===== src/rtl/rptr_empty.sv =====
// rtl/rptr_empty.sv - read-side pointer, empty/almost-empty flags and fill level for the async FIFO
module rptr_empty #(
  parameter int ADDRSIZE   = 4,
  parameter int AEMPTYSIZE = 1
) (
  input  logic                rclk,
  input  logic                rrst_n,
  input  logic                rinc,
  input  logic [ADDRSIZE:0]   rq2_wptr,
  output logic                rempty,
  output logic                arempty,
  output logic [ADDRSIZE-1:0] raddr,
  output logic [ADDRSIZE:0]   rptr,
  output logic [ADDRSIZE:0]   rlevel,
  output logic                rerr_underflow
);

  localparam logic [ADDRSIZE:0] AEMPTY_LVL = AEMPTYSIZE[ADDRSIZE:0];

  logic [ADDRSIZE:0] rbin;
  logic [ADDRSIZE:0] rbinnext;
  logic [ADDRSIZE:0] rgraynext;
  logic [ADDRSIZE:0] wq2bin;
  logic [ADDRSIZE:0] level_next;
  logic              pop;

  // Pops are only honoured when the FIFO is not (pessimistically) empty
  always_comb begin
    pop        = rinc & ~rempty;
    rbinnext   = rbin + {{ADDRSIZE{1'b0}}, pop};
    rgraynext  = (rbinnext >> 1) ^ rbinnext;
    level_next = wq2bin - rbinnext;
  end

  // Gray-to-binary of the synchronised write pointer: each bit is the XOR of itself and all higher bits
  always_comb begin
    wq2bin = '0;
    for (int i = 0; i <= ADDRSIZE; i++) begin
      wq2bin[i] = ^(rq2_wptr >> i);
    end
  end

  assign raddr = rbin[ADDRSIZE-1:0];

  // Register pointers and flags; flags use rbinnext so a pop and a write-pointer move in one cycle stay consistent
  always_ff @(posedge rclk) begin
    if (!rrst_n) begin
      rbin           <= '0;
      rptr           <= '0;
      rempty         <= 1'b1;
      arempty        <= 1'b1;
      rlevel         <= '0;
      rerr_underflow <= 1'b0;
    end else begin
      rbin           <= rbinnext;
      rptr           <= rgraynext;
      rempty         <= (rgraynext == rq2_wptr);
      arempty        <= (level_next <= AEMPTY_LVL);
      rlevel         <= level_next;
      rerr_underflow <= rinc & rempty;
    end
  end

endmodule


===== config.mk =====
export PLATFORM = sky130hd
export DESIGN_NAME = rptr_empty
export DESIGN_NICKNAME = d
export VERILOG_FILES = /design/src/rtl/rptr_empty.sv
export SDC_FILE = /design/constraint.sdc
export NUM_CORES = 1
export LEC_CHECK = 0
export BUFFER_PORTS_ARGS = -buffer_cell sky130_fd_sc_hd__buf_2
export CAP_MARGIN = 15
export CORE_MARGIN = 4
export CORE_UTILIZATION = 55
export DETAILED_ROUTE_END_ITERATION = 16
export PLACE_DENSITY_LB_ADDON = 0.1
export REMOVE_ABC_BUFFERS = 1
export SYNTH_ARGS = -nofsm -noshare
export SYNTH_HDL_FRONTEND = slang
export SYNTH_SLANG_ARGS = --single-unit

===== constraint.sdc =====
create_clock -name rclk -period 4.06 [get_ports rclk]
set_input_delay 0.203 -clock rclk [delete_from_list [all_inputs] [get_ports rclk]]
set_output_delay 0.203 -clock rclk [all_outputs]
set_load 0.02 [all_outputs]

==> reports/results.tsv <==
stage	metric	value	unit
detailed_routing	first_pass_iters	4	
placement	port_buffers	24	
floorplanning	die_h	49.9	µm
floorplanning	row_count	14	
layout	regArea	340	µm²
power_and_ir_drop	power_density	374	nW/µm²
yosys	yosys_warnings	0	
yosys	syn_area	967	µm²
yosys	synth_top_family_by_area	XOR/XNOR gates	
timing	period_minus_slack	2.82	ns
placement	dpl.hpwl	1500	µm
yosys	yosys.area_share.simple	18.9	%
timing	setup_viol	0	
timing	relSlewSlack	57.7	%
floorplanning	num_io_pins	25	
worst_hold_path	hold_path.class	input port to register	
detailed_routing	wirelength	1900	µm
floorplanning	core	1580	µm²
timing	skew	0.00517	ns
clock_tree	clkSlewWorstSetupHoldPaths	0.10	ns
global_routing	grt_pass1_vias	713	
global_routing	antenna_found_initial	0	
detailed_routing	vias	764	
setup_path	crit_path_start	rempty	
yosys	ys_ff_latch	17	
timing	tightest_slew	0.630	ns
yosys	syn_inst	100	
setup_path	crit_path_start_kind	register	
detailed_routing	wire_per_inst	13.3	µm
detailed_routing	drcViolationCount	0	
yosys	async_reset_ff_share	0	%
yosys	yosysMostFrequentCell	dfxtp_1	
global_routing	overflow	0	
clock_tree	cts_setup_buffers	0	
setup_path	end_kind	register	
timing	rsz0062_at_grt	false	
clock_tree	h-tree-depth	1	
clock_tree	cts_resized	0	
detailed_routing	ant_nets	0	
timing	final.period_utilization	69.4	%
setup_path	endpoint	arempty	
layout	drive_gt1_share	26.2	%
setup_path	required	4.26	ns
floorplanning	start_util	61.3	%
clock_tree	cts.sinks	17	
yosys	synth.avg_cell_area	9.67	µm²
layout	diodes	0	
timing	setup_total_negative_slack	0	ns
clock_tree	numCtsBuffers	3	
setup_path	critPathMaxFanout	5	
yosys	synth_edf_count	0	
setup_path	r2r-start	rempty	
layout	n_fill_cell	130	
clock_tree	clkLatencyLatePin	0.28	ns
yosys	ys.flop_type	dfxtp_1	
layout	multi_input_area	604	µm²
global_routing	grt_max_degree	18	
detailed_routing	via_per_inst	5.38	
global_routing	track_usage	16.1	%
global_routing	grt_pass1_wl	3140	µm
clock_tree	clk_path_buf_depth	2	
setup_path	reg2reg_to	arempty	
detailed_routing	drtIter0Drc	11	
timing	fmax	355	MHz
job	cap_violations	0	
yosys	ys_seq_area_share	35.2	%
layout	fin_nets	140	
placement	place_congestion	0.922	
layout	fin_util	71.5	%
setup_path	r2r.worst_path.cells	11	
yosys	post-synth-top-area-cell	dfxtp_1	
power_and_ir_drop	p_leak	0.520	nW
floorplanning	die_w	49.9	µm
yosys	synth_fa_ha_area_share	6.47	%
clock_tree	cts_tree	built	
yosys	ys_types	31	
yosys	synth_top_area_share	35.2	%
clock_tree	ctsHoldBuffers	0	
setup_path	critPathArrivalTime	3.02	ns
setup_path	r2r_setup_slack	1.24	ns
clock_tree	cts-root-buf	clkbuf_4	
layout	syn_to_final_growth	16.6	%
power_and_ir_drop	vdd_ir_drop_max	277	µV
timing	maxSlewViolCount	0	
setup_path	path_class	register to register	
yosys	netlist_top_cells_area	dfxtp_1, xnor2_1, ha_1, and2_1, xor2_1	
floorplanning	fp.dieArea	2490	µm²
run_status	status	finished clean	
yosys	synthMuxAreaShare	2.20	%
yosys	synth_compound_area_share	12.8	%
yosys	synth_xor_area_share	22.1	%
timing	hold_viol	0	
yosys	synthTopCellsByCount	dfxtp_1, xnor2_1, and2_1	
==> worst min path at each step <==
stage,start,end,depth (start not counted)
global placement,rinc,rerr_underflow,2
finish,rinc,rerr_underflow,2
CTS,rinc,rerr_underflow,2
detailed placement,rinc,rerr_underflow,2
floorplan,rrst_n,arempty,1
global route,rinc,rerr_underflow,2
==> through the flow <==
step           setup slack (ns)  total power [mW]  hold slack [ns]  std cells  cell area (µm²)
6_report                   1.24             0.421            0.171        142             1130
5_1_grt                   0.992             0.452            0.159        142             1130
4_1_cts                    1.23             0.426            0.174        142             1130
3_5_place_dp               1.22             0.337            0.477        138             1100
3_3_place_gp               1.35             0.333            0.439        138             1100
2_1_floorplan              1.45             0.297            0.259         98              960
==> logic make-up after synthesis <==
group,after synthesis
muxes,2
buffers and inverters,6
xor gates and xnor gates,21
adders and majority gates,5
and+or+nand+nor,33
AOI/OAI and AO/OA,16
DFF,17
==> worst max-delay path, stage by stage, from the launching register on <==
cell and delay (ns):
dfxtp_1 0.36, nor2b_1 0.06, ha_1 0.19, ha_1 0.21, xor2_1 0.32, inv_1 0.15
ha_1 0.39, a21oi_1 0.24, o41ai_1 0.12, a211oi_1 0.31, nor3_1 0.12, o41ai_2 0.26
==> per-layer routing <==
layer  up-vias  wire [µm]  track usage (%)
li1        392          -                -
met1       348        827             20.8
met2        22        947             27.3
met3         2        108             3.01
met4         0         12             4.15
met5         -          0                0
==> registers in the layout, indices dropped and copies added (netlist names) <==
register        count
arempty             1
rbin                5
rempty              1
rerr_underflow      1
rlevel              5
rptr                4
==> cell type report <==
type	count	share of cell area (%)
tap	16	1.78
inverter	4	1.33
timing repair buffer	24	10.7
clock inverter	1	0.444
sequential	17	30.2
clock buffer	3	2.00
multi-input combinational	77	53.6
==> cell usage in the layout (no fill, tap or decap), types with 2 or more instances in the layout <==
master / netlist / routed
buf_2: 0 / 24
dfxtp_1: 17 / 17
xnor2_1: 12 / 12
and2_1: 9 / 9
xor2_1: 6 / 6
nor2b_1: 5 / 5
nand2_1: 5 / 5
ha_1: 5 / 5
inv_1: 4 / 4
o21ai_0: 4 / 4
and3_1: 3 / 3
nor2_1: 3 / 3
nor3_1: 3 / 3
clkbuf_4: 0 / 3
nand3_1: 2 / 2
a21oi_1: 2 / 2
nor3b_1: 2 / 2
o21a_1: 2 / 2
==> where the power goes <==
| group | switching, mW | internal (mW) | leakage (nW) | total, mW |
|---|---|---|---|---|
| Clock | 0.0522 | 0.0365 | 0.0177 | 0.0888 |
| Combinational | 0.0848 | 0.0612 | 0.363 | 0.146 |
| Sequential | 0.00403 | 0.182 | 0.140 | 0.186 |
| Total | 0.141 | 0.280 | 0.520 | 0.421 |
No activity file was read; power rests on OpenSTA's default activity.
